$ cat src/rtl/neuron_frame_sequencer_pkg.sv
// Shared definitions for the neuron datapath: Q4.12 word format and the
// frame sequencer state encoding.
package nn_pkg;

  localparam int DATA_W = 16;
  localparam int FRAC_W = 12;

  // Q4.12 constants.
  localparam logic [DATA_W-1:0] ONE  = 16'h1000;
  localparam logic [DATA_W-1:0] ZERO = 16'h0000;

  // Sequencer states.
  localparam logic [1:0] ST_LOAD = 2'd0;
  localparam logic [1:0] ST_WAIT = 2'd1;
  localparam logic [1:0] ST_HOLD = 2'd2;

endpackage

$ cat src/rtl/neuron_frame_sequencer.sv
// Frame sequencer for one neuron instance. Serial Q4.12 words are gathered
// into a shadow buffer, committed to the neuron input bus as a whole frame,
// and after the neuron pipeline latency the activation is captured into a
// valid/ready output holding register.
module neuron_frame_sequencer #(
  parameter int INPUTS = 3,
  parameter int DATA_W = 16,
  parameter int LAT    = 1
) (
  input  logic                     clk,
  input  logic                     rst_n,
  input  logic                     s_valid,
  input  logic [DATA_W-1:0]        s_data,
  output logic                     s_ready,
  output logic [INPUTS*DATA_W-1:0] vec_out,
  output logic                     vec_valid,
  input  logic [DATA_W-1:0]        nrn_in,
  output logic                     m_valid,
  output logic [DATA_W-1:0]        m_data,
  input  logic                     m_ready,
  output logic                     busy
);

  import nn_pkg::*;

  localparam int CNT_W  = (INPUTS > 1) ? $clog2(INPUTS) : 1;
  localparam int WAIT_W = (LAT > 0) ? $clog2(LAT + 1) : 1;

  logic [1:0]              state;
  logic [CNT_W-1:0]        cnt;
  logic [WAIT_W-1:0]       wait_cnt;
  logic [DATA_W-1:0]       shadow [INPUTS];
  logic [INPUTS*DATA_W-1:0] commit_vec;
  logic                    accept;
  logic                    last_word;
  logic                    wait_done;

  assign accept    = s_valid && s_ready && (state == ST_LOAD);
  assign last_word = (cnt == CNT_W'(INPUTS - 1));
  assign wait_done = (wait_cnt == WAIT_W'(LAT));

  // Frame as it will appear on the commit edge: stored lanes plus the
  // word arriving on that edge in the final lane.
  always_comb begin
    // NOTE: every bit gets a default before any conditional override, so no latch is inferred.
    commit_vec = '0;
    for (int i = 0; i < INPUTS; i++) begin
      if (i == INPUTS - 1) begin
        commit_vec[DATA_W*i +: DATA_W] = s_data;
      end else begin
        commit_vec[DATA_W*i +: DATA_W] = shadow[i];
      end
    end
  end

  // Control FSM: word counter, latency counter and handshake flags.
  always_ff @(posedge clk or negedge rst_n) begin
    if (!rst_n) begin
      state     <= ST_LOAD;
      cnt       <= '0;
      wait_cnt  <= '0;
      s_ready   <= 1'b0;
      vec_valid <= 1'b0;
      m_valid   <= 1'b0;
      busy      <= 1'b0;
    end else begin
      // NOTE: state uses non-blocking assignments so every register samples pre-edge values.
      vec_valid <= 1'b0;
      case (state)
        ST_LOAD: begin
          s_ready <= 1'b1;
          if (accept) begin
            if (last_word) begin
              vec_valid <= 1'b1;
              cnt       <= '0;
              wait_cnt  <= '0;
              s_ready   <= 1'b0;
              busy      <= 1'b1;
              state     <= ST_WAIT;
            end else begin
              cnt <= cnt + 1'b1;
            end
          end
        end
        ST_WAIT: begin
          if (wait_done) begin
            m_valid <= 1'b1;
            state   <= ST_HOLD;
          end else begin
            wait_cnt <= wait_cnt + 1'b1;
          end
        end
        ST_HOLD: begin
          if (m_valid && m_ready) begin
            m_valid <= 1'b0;
            s_ready <= 1'b1;
            busy    <= 1'b0;
            state   <= ST_LOAD;
          end
        end
        default: begin
          state   <= ST_LOAD;
          s_ready <= 1'b0;
          m_valid <= 1'b0;
          busy    <= 1'b0;
        end
      endcase
    end
  end

  // Datapath: shadow lanes, committed frame and captured activation.
  always_ff @(posedge clk or negedge rst_n) begin
    if (!rst_n) begin
      // NOTE: the shadow array is reset so a discarded partial frame can never leak into a later commit.
      for (int i = 0; i < INPUTS; i++) begin
        shadow[i] <= '0;
      end
      vec_out <= '0;
      m_data  <= DATA_W'(ZERO);
    end else begin
      for (int i = 0; i < INPUTS; i++) begin
        if (accept && (cnt == CNT_W'(i))) begin
          shadow[i] <= s_data;
        end
      end
      if (accept && last_word) begin
        vec_out <= commit_vec;
      end
      if ((state == ST_WAIT) && wait_done) begin
        m_data <= nrn_in;
      end
    end
  end

endmodule

$ cat config.mk
export PLATFORM = sky130hd
export DESIGN_NAME = neuron_frame_sequencer
export DESIGN_NICKNAME = d
export VERILOG_FILES = /design/src/rtl/neuron_frame_sequencer_pkg.sv /design/src/rtl/neuron_frame_sequencer.sv
export SDC_FILE = /design/constraint.sdc
export NUM_CORES = 1
export LEC_CHECK = 0
export CAP_MARGIN = 20
export CORE_UTILIZATION = 32
export DETAILED_ROUTE_END_ITERATION = 8
export MAX_ROUTING_LAYER = met4
export PLACE_DENSITY = 0.56
export REMOVE_ABC_BUFFERS = 1
export SETUP_SLACK_MARGIN = 0.15
export SLEW_MARGIN = 20
export SYNTH_ARGS = -nofsm -noshare
export SYNTH_HDL_FRONTEND = slang
export SYNTH_SLANG_ARGS = --single-unit
export TNS_END_PERCENT = 30
$ cat constraint.sdc
create_clock -name clk -period 2.2 [get_ports clk]
set_input_delay 0.44 -clock clk [delete_from_list [all_inputs] [get_ports clk]]
set_output_delay 0.44 -clock clk [all_outputs]
set_load 0.01 [all_outputs]
==> flow_summary.html, run 1 <==
<table>
<tr><th>Metric</th><th>Value</th></tr>
<tr><th colspan="2">Synthesis</th></tr>
<tr><td>Ys async rst share</td><td>100.0%</td></tr>
<tr><td>Count of flip-flops with a built-in enable after synthesis</td><td>0</td></tr>
<tr><td>Avg Inst Size Synth</td><td>16.61 µm²</td></tr>
<tr><td>Cells after synthesis</td><td>241</td></tr>
<tr><td>Dominant register cell in the synthesized netlist</td><td>dfrtp_1</td></tr>
<tr><td>YS warnings</td><td>0</td></tr>
<tr><td>Sequential share of the synthesized area</td><td>65.65%</td></tr>
<tr><td>Count of state elements after synthesis</td><td>105</td></tr>
<tr><td>Yosys top cell by area</td><td>dfrtp_1</td></tr>
<tr><td>Post-synth top area share</td><td>65.65%</td></tr>
<tr><td>Synth Cell Area</td><td>4003 µm²</td></tr>
<tr><td>Number of library cell types mapped by synthesis</td><td>18</td></tr>
<tr><td>Top post-synthesis cells by area</td><td>dfrtp_1 66%, mux2_2 25%, mux2_4 3.4%, nand2_1 0.94%, buf_2 0.88%</td></tr>
<tr><th colspan="2">Layout</th></tr>
<tr><td>Layout Nets</td><td>388</td></tr>
<tr><td>Final cell count without fillers</td><td>524</td></tr>
<tr><td>Storage cell area</td><td>2628 µm²</td></tr>
<tr><td>Area used by multi-input combinational logic</td><td>1272 µm²</td></tr>
<tr><td>Final antenna diode count</td><td>0</td></tr>
<tr><td>Layout fillers</td><td>1116</td></tr>
<tr><td>Share of post-route cells with drive strength above 1</td><td>35.11%</td></tr>
<tr><td>Relative area change from synthesis to final layout</td><td>38.95%</td></tr>
<tr><th colspan="2">Timing</th></tr>
<tr><td>Final Setup Violations</td><td>0</td></tr>
<tr><td>Setup_tns</td><td>0 ns</td></tr>
<tr><td>Worst-case hold slack</td><td>0.1123 ns</td></tr>
<tr><td>Minimum period implied by the final worst setup slack</td><td>1.902 ns</td></tr>
<tr><td>RSZ-0062 raised after global routing</td><td>false</td></tr>
<tr><td>Fin. Hold Viols</td><td>0</td></tr>
<tr><td>Total count of max-transition violations in the final report</td><td>0</td></tr>
<tr><td>Ratio of final minimum period to clock period</td><td>86.47%</td></tr>
<tr><td>Skew final</td><td>0.007531 ns</td></tr>
<tr><td>Relative slew slack</td><td>60.68%</td></tr>
<tr><td>Highest clock rate</td><td>0.5257 GHz</td></tr>
<tr><td>Slew @ Worst Pin</td><td>0.5898 ns</td></tr>
<tr><td>Final worst setup slack</td><td>0.2977 ns</td></tr>
<tr><th colspan="2">Placed design</th></tr>
<tr><td>Setup WS pre-CTS</td><td>-0.04727 ns</td></tr>
<tr><td>Placed cell count</td><td>509</td></tr>
<tr><td>Gp weighted congestion</td><td>0.6821</td></tr>
<tr><td>Number of buffer cells added on primary ports</td><td>103</td></tr>
<tr><td>Detailed placer's ending HPWL</td><td>5.118 mm</td></tr>
<tr><th colspan="2">Floorplan</th></tr>
<tr><td>Die extent in x</td><td>113.8 µm</td></tr>
<tr><td>Area of the core</td><td>12110 µm²</td></tr>
<tr><td>Initial core utilization</td><td>33.05%</td></tr>
<tr><td>Die H</td><td>113.8 µm</td></tr>
<tr><td>Count of standard-cell rows</td><td>40</td></tr>
<tr><td>Ports</td><td>104</td></tr>
<tr><td>Die Footprint</td><td>12960 µm²</td></tr>
<tr><th colspan="2">Setup path</th></tr>
<tr><td>Type of the worst setup path</td><td>input pin to register</td></tr>
<tr><td>Biggest fanout along the worst timing path</td><td>43</td></tr>
<tr><td>Data arrival time of the critical path</td><td>2.13 ns</td></tr>
<tr><td>Endpoint class of the critical path</td><td>register</td></tr>
<tr><td>Category of the worst setup path launch point</td><td>input pin</td></tr>
<tr><td>Data required, critical path</td><td>2.42 ns</td></tr>
<tr><th colspan="2">Clocking</th></tr>
<tr><td>Hold buffers post-CTS</td><td>0</td></tr>
<tr><td>Number of levels the H-tree was split into</td><td>3</td></tr>
<tr><td>Latest clock arrival within the worst-skew pair</td><td>0.34 ns</td></tr>
<tr><td>Number of sinks handled by clock tree synthesis</td><td>105</td></tr>
<tr><td>Post-CTS repair timing setup buffer count</td><td>0</td></tr>
<tr><td>TritonCTS clock tree</td><td>built</td></tr>
<tr><td>Post-cts repair resize count</td><td>0</td></tr>
<tr><td>Maximum buffer depth of the clock tree</td><td>2</td></tr>
<tr><td>CTS Root Buffer Type</td><td>clkbuf_16</td></tr>
<tr><td>Clock buffer count from CTS</td><td>9</td></tr>
<tr><td>Clock-pin slew reported for the worst setup and hold paths after clock tree synthesis</td><td>0.07 ns</td></tr>
<tr><th colspan="2">Global route</th></tr>
<tr><td>Number of global-route vias before repair</td><td>2568</td></tr>
<tr><td>Gr ovfl total</td><td>0</td></tr>
<tr><td>Global-route wire length before repair</td><td>12.87 mm</td></tr>
<tr><td>Maximum number of pins on one net before global-route repair</td><td>106</td></tr>
<tr><td>Antenna violations before repair</td><td>0</td></tr>
<tr><td>Global-route total usage across every layer</td><td>13.44%</td></tr>
<tr><th colspan="2">Status</th></tr>
<tr><td>Result of the run</td><td>finished clean</td></tr>
<tr><th colspan="2">Flow run</th></tr>
<tr><td>Number of max-capacitance violations reported</td><td>0</td></tr>
<tr><th colspan="2">Routing</th></tr>
<tr><td>Post-route antenna net violation count</td><td>0</td></tr>
<tr><td>Number of iterations in the first detailed-routing pass</td><td>3</td></tr>
<tr><td>First-iteration detailed-routing DRC count</td><td>78</td></tr>
<tr><td>Avg WL per Cell</td><td>14.89 µm</td></tr>
<tr><td>Count of vias placed by the detailed router</td><td>2346</td></tr>
<tr><td>Vias per cell</td><td>4.477</td></tr>
<tr><td>Drc violations</td><td>0</td></tr>
<tr><td>Total length of routed wires</td><td>7.801 mm</td></tr>
<tr><th colspan="2">Power</th></tr>
<tr><td>Pwr Density</td><td>1521 nW/µm²</td></tr>
<tr><td>Static power due to leakage</td><td>2.404 nW</td></tr>
<tr><td>Worst supply voltage drop on vdd</td><td>0.0007317 V</td></tr>
<tr><th colspan="2">Hold path</th></tr>
<tr><td>Class of the most critical hold timing path</td><td>input pin to async pin</td></tr>
</table>
## power breakdown
group          switching [mW]  internal [mW]
Sequential              0.521           2.91
Clock                   0.694           1.02
Combinational            1.15           2.17
## state kept, by name (all words and copies together), names as in the netlist
register and cells:
busy 1, cnt 2, m_data 16, m_valid 1
wait_cnt 1, s_ready 1, vec_valid 1, commit_vec 32
vec_out 48, state 2
## cell type report
| class | count | share of cell area [%] |
|---|---|---|
| inverter | 3 | 0.2025 |
| clock inverter | 5 | 1.440 |
| clock buffer | 10 | 4.297 |
| multi-input combinational | 121 | 22.88 |
| timing repair buffer | 112 | 20.16 |
| sequential | 105 | 47.24 |
| tap | 168 | 3.780 |
## routing by layer
layer  track usage [%]  share of wire [%]  vias to the layer above
li1                  -                  -                     1066
met1             16.86                 47                     1194
met2             19.92                 45                       78
met3             5.367                6.2                        8
met4             4.156                1.2                        0
met5                 -                  0                        -
## cell usage after synthesis (2+ instances only)
cell type and n:
or3_1 2, inv_1 3, mux2_2 88, o21ai_0 4
buf_6 3, mux2_4 9, buf_2 7, dfrtp_1 105
nand2_1 10, a21oi_1 2
## worst max-delay path, cell delays in order
cell	delay, ns
clkdlybuf4s50_1	0.53
nand4b_1	0.13
or3_2	0.48
buf_12	0.21
mux2_2	0.30
## cell usage in the layout, fill, tap and decap left out, drive strengths merged
master           n
or3b             1
bufinv           2
nand3            1
nand4b           1
clkinv           1
nand4bb          1
clkbuf          10
or3              2
nor2             1
dfrtp          105
nand2           10
clkinvlp         2
inv              3
clkdlybuf4s50  102
mux2            97
a21oi            2
buf             10
o21ai            4
o221a            1
## cells by family (layout without fill, tap and decap cells)
kind of cell | after synthesis | in the layout | share of synthesized area [%]
flops | 105 | 105 | 65.65
mux | 97 | 97 | 28.13
simple gates | 17 | 17 | 2.595
buf+inv | 15 | 130 | 2.594
compound gates | 7 | 7 | 1.032
## path summary, 6_finish.rpt
| check | startpoint | end | slack (ns) | cells after the start |
|---|---|---|---|---|
| worst min register to register | commit_vec[3]$_DFFE_PN0P_ | vec_out[3]$_DFFE_PN0P_ | 0.50 | 1 |
| min in group clk | commit_vec[3]$_DFFE_PN0P_ | vec_out[3]$_DFFE_PN0P_ | 0.50 | 1 |
| worst max register to register | state[0]$_DFFE_PN0P_ | commit_vec[24]$_DFFE_PN0P_ | 0.44 | 4 |
| worst min-delay path | rst_n | m_data[8]$_DFFE_PN0P_ | 0.11 | 2 |
| max in group asynchronous | rst_n | m_data[11]$_DFFE_PN0P_ | 1.59 | 2 |
| worst max-delay path | s_valid | vec_out[47]$_DFFE_PN0P_ | 0.30 | 5 |
## metrics by stage
step                      cell area (µm²)  power (mW)  util [%]
final                                5562       8.458     45.92
after global routing                 5562       8.972     45.92
after CTS                            5562       8.593     45.92
after floorplan                      3910       5.048         -
after global placement               5243       6.750     43.29
after detailed placement             5243       6.837     43.29
Note: power is estimated with default switching activity, not from simulation.
==> inputs of run 2 (changes only) <==
==> constraint.sdc (replaced) <==
create_clock -name clk -period 2.35 [get_ports clk]
set_input_delay 0.47 -clock clk [delete_from_list [all_inputs] [get_ports clk]]
set_output_delay 0.47 -clock clk [all_outputs]
set_load 0.01 [all_outputs]
==> run 2 against run 1 <==
Net effect:
- global-route usage grew 0.10 points
- utilization shrank 0.36 points
- sequential share of layout area grew 0.37 points
- clock skew is essentially flat
- routed wire length shrank 0.27%
- non-clock buffer count shrank 1
- critical path depth is the same
- critical path type unchanged
- critical endpoint is now vec_out[9]$_DFFE_PN0P_
- largest cell class unchanged
- largest power group unchanged
==> flow_summary.html, run 2 (synthesized netlist as in run 1, its figures left out) <==
<table>
<tr><th>Metric</th><th>Value</th></tr>
<tr><th colspan="2">Status</th></tr>
<tr><td>Result of the run</td><td>finished clean</td></tr>
<tr><th colspan="2">Clocking</th></tr>
<tr><td>Clock-pin slew reported for the worst setup and hold paths after clock tree synthesis</td><td>0.07 ns</td></tr>
<tr><td>Number of sinks handled by clock tree synthesis</td><td>105</td></tr>
<tr><td>Maximum buffer depth of the clock tree</td><td>2</td></tr>
<tr><td>Post-CTS repair timing setup buffer count</td><td>0</td></tr>
<tr><td>Number of levels the H-tree was split into</td><td>3</td></tr>
<tr><td>Hold buffers post-CTS</td><td>0</td></tr>
<tr><td>Post-cts repair resize count</td><td>0</td></tr>
<tr><td>TritonCTS clock tree</td><td>built</td></tr>
<tr><td>CTS Root Buffer Type</td><td>clkbuf_16</td></tr>
<tr><td>Latest clock arrival within the worst-skew pair</td><td>0.35 ns</td></tr>
<tr><td>Clock buffer count from CTS</td><td>9</td></tr>
<tr><th colspan="2">Floorplan</th></tr>
<tr><td>Initial core utilization</td><td>33.05%</td></tr>
<tr><td>Die H</td><td>113.8 µm</td></tr>
<tr><td>Area of the core</td><td>12110 µm²</td></tr>
<tr><td>Die extent in x</td><td>113.8 µm</td></tr>
<tr><td>Count of standard-cell rows</td><td>40</td></tr>
<tr><td>Die Footprint</td><td>12960 µm²</td></tr>
<tr><td>Ports</td><td>104</td></tr>
<tr><th colspan="2">Layout</th></tr>
<tr><td>Register with the highest flop count</td><td>vec_out</td></tr>
<tr><td>Fin area</td><td>5518 µm²</td></tr>
<tr><td>Leading cell types in the layout, fill and taps excluded</td><td>105 x dfrtp_1, 102 x clkdlybuf4s50_1, 88 x mux2_2</td></tr>
<tr><td>Layout Nets</td><td>387</td></tr>
<tr><td>Final antenna diode count</td><td>0</td></tr>
<tr><td>Layout fillers</td><td>1141</td></tr>
<tr><td>Relative area change from synthesis to final layout</td><td>37.86%</td></tr>
<tr><td>Share of post-route cells with drive strength above 1</td><td>34.65%</td></tr>
<tr><td>Most common library cell in the layout ignoring fill and taps</td><td>dfrtp_1</td></tr>
<tr><td>Flip-flop count of the largest register after layout</td><td>48</td></tr>
<tr><th colspan="2">Power</th></tr>
<tr><td>Portion of total power attributed to sequential cells</td><td>41.5%</td></tr>
<tr><td>Share of power burned in the clock network</td><td>18.5%</td></tr>
<tr><td>Comb pwr share</td><td>40.0%</td></tr>
<tr><td>Worst supply voltage drop on vdd</td><td>0.0007421 V</td></tr>
<tr><td>Static power due to leakage</td><td>2.387 nW</td></tr>
<tr><td>Sw Pwr</td><td>2.202 mW</td></tr>
<tr><td>Pwr Density</td><td>1403 nW/µm²</td></tr>
<tr><td>Net Sw Frac</td><td>28.43%</td></tr>
<tr><td>Power Internal</td><td>5.542 mW</td></tr>
<tr><td>Final total power</td><td>7.744 mW</td></tr>
<tr><th colspan="2">Global route</th></tr>
<tr><td>Global-route total usage across every layer</td><td>13.54%</td></tr>
<tr><td>Maximum number of pins on one net before global-route repair</td><td>106</td></tr>
<tr><td>Number of global-route vias before repair</td><td>2520</td></tr>
<tr><td>Gr ovfl total</td><td>0</td></tr>
<tr><td>Global-route wire length before repair</td><td>12.88 mm</td></tr>
<tr><td>Antenna violations before repair</td><td>0</td></tr>
<tr><th colspan="2">Setup path</th></tr>
<tr><td>Biggest fanout along the worst timing path</td><td>18</td></tr>
<tr><td>Endpoint class of the critical path</td><td>register</td></tr>
<tr><td>Data required, critical path</td><td>2.58 ns</td></tr>
<tr><td>Category of the worst setup path launch point</td><td>input pin</td></tr>
<tr><td>Data arrival time of the critical path</td><td>2.15 ns</td></tr>
<tr><td>Type of the worst setup path</td><td>input pin to register</td></tr>
<tr><th colspan="2">Timing</th></tr>
<tr><td>Final Setup Violations</td><td>0</td></tr>
<tr><td>Ratio of final minimum period to clock period</td><td>81.95%</td></tr>
<tr><td>Total count of max-transition violations in the final report</td><td>0</td></tr>
<tr><td>Highest clock rate</td><td>0.5192 GHz</td></tr>
<tr><td>Minimum period implied by the final worst setup slack</td><td>1.926 ns</td></tr>
<tr><td>Setup_tns</td><td>0 ns</td></tr>
<tr><td>Skew final</td><td>0.008023 ns</td></tr>
<tr><td>Slew @ Worst Pin</td><td>0.5705 ns</td></tr>
<tr><td>RSZ-0062 raised after global routing</td><td>false</td></tr>
<tr><td>Relative slew slack</td><td>61.97%</td></tr>
<tr><td>Fin. Hold Viols</td><td>0</td></tr>
<tr><th colspan="2">Routing</th></tr>
<tr><td>Drc violations</td><td>0</td></tr>
<tr><td>Total length of routed wires</td><td>7.780 mm</td></tr>
<tr><td>Post-route antenna net violation count</td><td>0</td></tr>
<tr><td>First-iteration detailed-routing DRC count</td><td>70</td></tr>
<tr><td>Number of iterations in the first detailed-routing pass</td><td>4</td></tr>
<tr><td>Avg WL per Cell</td><td>14.88 µm</td></tr>
<tr><td>Count of vias placed by the detailed router</td><td>2323</td></tr>
<tr><td>Vias per cell</td><td>4.442</td></tr>
<tr><th colspan="2">Placed design</th></tr>
<tr><td>Post-place instance area</td><td>5235 µm²</td></tr>
<tr><td>Gp weighted congestion</td><td>0.6867</td></tr>
<tr><td>Detailed placer's ending HPWL</td><td>5.062 mm</td></tr>
<tr><td>Number of buffer cells added on primary ports</td><td>103</td></tr>
<tr><th colspan="2">Hold path</th></tr>
<tr><td>Class of the most critical hold timing path</td><td>input pin to async pin</td></tr>
<tr><th colspan="2">Flow run</th></tr>
<tr><td>Number of max-capacitance violations reported</td><td>0</td></tr>
</table>
==> run 2: power by group through the flow <==
stage | Clock (mW) | Sequential (mW) | Combinational, mW
floorplan | 0 | 3.42 | 1.31
global placement | 0 | 3.20 | 3.10
CTS | 1.50 | 3.23 | 3.16
finish | 1.44 | 3.21 | 3.10
detailed placement | 0 | 3.25 | 3.14
global route | 1.57 | 3.34 | 3.33
==> run 2: layer usage <==
layer / GRT usage [%] / routed length (µm)
met1: 16.81 / 3646
met3: 5.632 / 522
met2: 19.76 / 3515
met4: 4.935 / 95
met5: - / 0
==> run 2: critical path, cell delays in order <==
cell             delay (ns)
clkdlybuf4s50_1        0.53
nand4b_1               0.14
or3_2                  0.48
buf_4                  0.24
mux2_2                 0.29
==> run 2: final cells by class <==
| type | instances | area [µm²] | area share (%) |
|---|---|---|---|
| clock buffers | 13 | 270.3 | 4.898 |
| clock inverters | 2 | 12.51 | 0.2268 |
| inverters | 3 | 11.26 | 0.2041 |
| multi-input cells | 121 | 1272 | 23.06 |
| flip-flops and latches | 105 | 2628 | 47.62 |
| well taps | 168 | 210.2 | 3.810 |
| repair buffers | 111 | 1114 | 20.18 |
==> run 2: path summary, 6_finish.rpt <==
path                                      startpoint                          to  slack, ns  cells after the start
max                                          s_valid      vec_out[9]$_DFFE_PN0P_       0.42                      5
max reg2reg                     state[0]$_DFFE_PN0P_  commit_vec[23]$_DFFE_PN0P_       0.59                      4
min reg2reg                commit_vec[2]$_DFFE_PN0P_      vec_out[2]$_DFFE_PN0P_       0.50                      1
max in group asynchronous                      rst_n  commit_vec[27]$_DFFE_PN0P_       1.72                      2
min in group clk           commit_vec[2]$_DFFE_PN0P_      vec_out[2]$_DFFE_PN0P_       0.50                      1
min                                            rst_n         m_valid$_DFFE_PN0P_       0.16                      2
==> run 2: per-stage QoR <==
step | utilization (%) | worst slack, ns | std cells | hold WS, ns
after global placement | 43.22 | 0.07695 | 508 | 0.4810
after CTS | 45.56 | 0.4243 | 523 | 0.2088
final | 45.56 | 0.4241 | 523 | 0.1580
after global routing | 45.56 | 0.3796 | 523 | 0.2180
after detailed placement | 43.22 | 0.05030 | 508 | 0.4907
after floorplan | - | 0.09511 | 229 | 0.1744
==> inputs of run 3 (changes only) <==
==> constraint.sdc (replaced) <==
create_clock -name clk -period 1.85 [get_ports clk]
set_input_delay 0.37 -clock clk [delete_from_list [all_inputs] [get_ports clk]]
set_output_delay 0.37 -clock clk [all_outputs]
set_load 0.01 [all_outputs]
==> run 3 against run 2 <==
Net effect:
- first-iteration DRC count grew 16%
- total power grew 30%
- critical path depth shrank 4
- routed wire length grew 0.41%
- via count grew 0.95%
- clock power grew 35%
- critical endpoint is now s_ready
==> flow_summary.html, run 3 (synthesized netlist as in run 1, its figures left out) <==
<table>
<tr><th>Metric</th><th>Value</th></tr>
<tr><th colspan="2">Status</th></tr>
<tr><td>Result of the run</td><td>finished clean</td></tr>
<tr><th colspan="2">Setup path</th></tr>
<tr><td>Critical Path, Cell by Cell</td><td>clkdlybuf4s50_1</td></tr>
<tr><td>Category of the worst setup path launch point</td><td>register</td></tr>
<tr><td>Biggest fanout along the worst timing path</td><td>4</td></tr>
<tr><td>Data arrival time of the critical path</td><td>1.31 ns</td></tr>
<tr><td>Type of the worst setup path</td><td>register to output port</td></tr>
<tr><td>Kind of cell adding the most delay to the critical path</td><td>buffers and inverters</td></tr>
<tr><td>Data required, critical path</td><td>1.48 ns</td></tr>
<tr><td>Critical path buffer and inverter count</td><td>1</td></tr>
<tr><td>Crit path largest cell delay</td><td>0.55 ns</td></tr>
<tr><td>Setup slack on the worst flop-to-flop path</td><td>0.18 ns</td></tr>
<tr><td>Endpoint class of the critical path</td><td>output port</td></tr>
<tr><td>CP max-delay cell</td><td>clkdlybuf4s50_1</td></tr>
<tr><th colspan="2">Timing</th></tr>
<tr><td>Fin. Hold Viols</td><td>0</td></tr>
<tr><td>Worst-case hold slack</td><td>0.3681 ns</td></tr>
<tr><td>Relative slew slack</td><td>80.29%</td></tr>
<tr><td>Total count of max-transition violations in the final report</td><td>0</td></tr>
<tr><td>Final Setup Violations</td><td>0</td></tr>
<tr><td>RSZ-0062 raised after global routing</td><td>true</td></tr>
<tr><td>Final worst setup slack</td><td>0.1684 ns</td></tr>
<tr><td>Skew final</td><td>0.004284 ns</td></tr>
<tr><td>Setup_tns</td><td>0 ns</td></tr>
<tr><td>Minimum period implied by the final worst setup slack</td><td>1.682 ns</td></tr>
<tr><td>Highest clock rate</td><td>0.5947 GHz</td></tr>
<tr><td>Slew @ Worst Pin</td><td>0.2957 ns</td></tr>
<tr><td>Ratio of final minimum period to clock period</td><td>90.90%</td></tr>
<tr><th colspan="2">Power</th></tr>
<tr><td>Comb pwr share</td><td>40.3%</td></tr>
<tr><td>Net Sw Frac</td><td>27.67%</td></tr>
<tr><td>Sw Pwr</td><td>2.783 mW</td></tr>
<tr><td>Pwr Density</td><td>1781 nW/µm²</td></tr>
<tr><td>Worst supply voltage drop on vdd</td><td>0.0007069 V</td></tr>
<tr><td>Power Internal</td><td>7.274 mW</td></tr>
<tr><td>Portion of total power attributed to sequential cells</td><td>40.3%</td></tr>
<tr><td>Share of power burned in the clock network</td><td>19.4%</td></tr>
<tr><td>Static power due to leakage</td><td>2.457 nW</td></tr>
<tr><th colspan="2">Clocking</th></tr>
<tr><td>Number of levels the H-tree was split into</td><td>3</td></tr>
<tr><td>Clock-pin slew reported for the worst setup and hold paths after clock tree synthesis</td><td>0.07 ns</td></tr>
<tr><td>TritonCTS clock tree</td><td>built</td></tr>
<tr><td>Clock buffer count from CTS</td><td>9</td></tr>
<tr><td>Number of sinks handled by clock tree synthesis</td><td>105</td></tr>
<tr><td>Latest clock arrival within the worst-skew pair</td><td>0.34 ns</td></tr>
<tr><td>Maximum buffer depth of the clock tree</td><td>2</td></tr>
<tr><td>CTS Root Buffer Type</td><td>clkbuf_16</td></tr>
<tr><th colspan="2">Floorplan</th></tr>
<tr><td>Area of the core</td><td>12110 µm²</td></tr>
<tr><td>Ports</td><td>104</td></tr>
<tr><td>Die H</td><td>113.8 µm</td></tr>
<tr><td>Die extent in x</td><td>113.8 µm</td></tr>
<tr><td>Die Footprint</td><td>12960 µm²</td></tr>
<tr><td>Count of standard-cell rows</td><td>40</td></tr>
<tr><td>Initial core utilization</td><td>33.05%</td></tr>
<tr><th colspan="2">Layout</th></tr>
<tr><td>Layout fillers</td><td>1114</td></tr>
<tr><td>Storage cell area</td><td>2630 µm²</td></tr>
<tr><td>Most common library cell in the layout ignoring fill and taps</td><td>dfrtp_1</td></tr>
<tr><td>Register with the highest flop count</td><td>vec_out</td></tr>
<tr><td>Flip-flop count of the largest register after layout</td><td>48</td></tr>
<tr><td>Area used by multi-input combinational logic</td><td>1279 µm²</td></tr>
<tr><td>Share of post-route cells with drive strength above 1</td><td>36.36%</td></tr>
<tr><td>Layout Nets</td><td>394</td></tr>
<tr><td>Final antenna diode count</td><td>0</td></tr>
<tr><td>Relative area change from synthesis to final layout</td><td>41.11%</td></tr>
<tr><td>Final core utilization</td><td>46.63%</td></tr>
<tr><td>Leading cell types in the layout, fill and taps excluded</td><td>103 x dfrtp_1, 101 x clkdlybuf4s50_1, 88 x mux2_2</td></tr>
<tr><td>Final cell count without fillers</td><td>531</td></tr>
<tr><th colspan="2">Global route</th></tr>
<tr><td>Maximum number of pins on one net before global-route repair</td><td>54</td></tr>
<tr><td>Gr ovfl total</td><td>0</td></tr>
<tr><td>Number of global-route vias before repair</td><td>2499</td></tr>
<tr><td>Global-route wire length before repair</td><td>12.65 mm</td></tr>
<tr><td>Global-route total usage across every layer</td><td>13.28%</td></tr>
<tr><td>Antenna violations before repair</td><td>0</td></tr>
<tr><th colspan="2">Hold path</th></tr>
<tr><td>Class of the most critical hold timing path</td><td>input pin to async pin</td></tr>
<tr><th colspan="2">Routing</th></tr>
<tr><td>Avg WL per Cell</td><td>14.71 µm</td></tr>
<tr><td>First-iteration detailed-routing DRC count</td><td>81</td></tr>
<tr><td>Number of iterations in the first detailed-routing pass</td><td>4</td></tr>
<tr><td>Drc violations</td><td>0</td></tr>
<tr><td>Total length of routed wires</td><td>7.812 mm</td></tr>
<tr><td>Vias per cell</td><td>4.416</td></tr>
<tr><td>Post-route antenna net violation count</td><td>0</td></tr>
<tr><td>Count of vias placed by the detailed router</td><td>2345</td></tr>
<tr><th colspan="2">Placed design</th></tr>
<tr><td>Detailed placer's ending HPWL</td><td>5.129 mm</td></tr>
<tr><td>Gp weighted congestion</td><td>0.6882</td></tr>
<tr><td>Number of buffer cells added on primary ports</td><td>103</td></tr>
<tr><td>Setup WS pre-CTS</td><td>-0.3640 ns</td></tr>
<tr><td>Placed cell count</td><td>512</td></tr>
<tr><th colspan="2">Flow run</th></tr>
<tr><td>Number of max-capacitance violations reported</td><td>0</td></tr>
</table>
-- run 3: cell count changes in the layout (fill, tap and decap cells not counted), sizes merged --
cell | previous run | this run
buf | 9 | 14
bufinv | 0 | 1
clkbuf | 13 | 15
clkdlybuf4s50 | 102 | 101
clkinvlp | 1 | 0
dlygate4sd2 | 0 | 1
dlygate4sd3 | 0 | 1
-- run 3: final timing paths --
path / from / endpoint / depth (start not counted)
setup / recovery: s_ready$_DFFE_PN0P_ / s_ready / 1
setup reg to reg: state[0]$_DFFE_PN0P_ / commit_vec[29]$_DFFE_PN0P_ / 4
hold reg to reg: commit_vec[3]$_DFFE_PN0P_ / vec_out[3]$_DFFE_PN0P_ / 1
max in group asynchronous: rst_n / vec_out[26]$_DFFE_PN0P_ / 3
hold / removal: rst_n / m_data[8]$_DFFE_PN0P_ / 2
min in group clk: commit_vec[3]$_DFFE_PN0P_ / vec_out[3]$_DFFE_PN0P_ / 1
-- run 3: power by group through the flow --
stage / sequential (mW) / clock (mW) / combinational [mW]
after floorplan: 4.34 / 0 / 1.66
after global placement: 4.07 / 0 / 3.99
after detailed placement: 4.10 / 0 / 4.03
after CTS: 4.07 / 2.02 / 4.09
after global routing: 4.21 / 2.12 / 4.38
final: 4.05 / 1.95 / 4.05
-- run 3: what timing repair did --
item,CTS,global route
cloned,0,1
hold buffers,1,0
endpoints found under the hold margin,1,0
buffers inserted,1,0
endpoints found under the setup margin,65,58
gates resized for setup,7,1
-- run 3: metrics by stage --
stage / area [µm²] / power [mW]
floorplan: 3910 / 6.003
global placement: 5278 / 8.057
detailed placement: 5278 / 8.137
CTS: 5619 / 10.18
global route: 5648 / 10.71
finish: 5648 / 10.06
-- run 3: metal layers --
layer  routed length, µm  vias to the layer above  track usage, %
li1                    -                     1072               -
met1                3719                     1182           16.96
met2                3400                       78           18.94
met3                 534                       13           4.357
met4                 158                        0           6.494
met5                   0                        -               -
-- run 3: layout make-up --
cell class / count / share of cell area (%)
clock inverter: 2 / 0.6203
sequential: 105 / 46.57
multi-input combinational: 121 / 22.64
timing repair buffer: 118 / 21.40
tap: 168 / 3.722
inverter: 3 / 0.1994
clock buffer: 14 / 4.852
-- run 3: worst reg2reg max path: stages (launching register included) --
cell,delay [ns]
dfrtp_2,0.42
nand4bb_4,0.24
or3b_4,0.43
buf_6,0.16
mux2_4,0.30
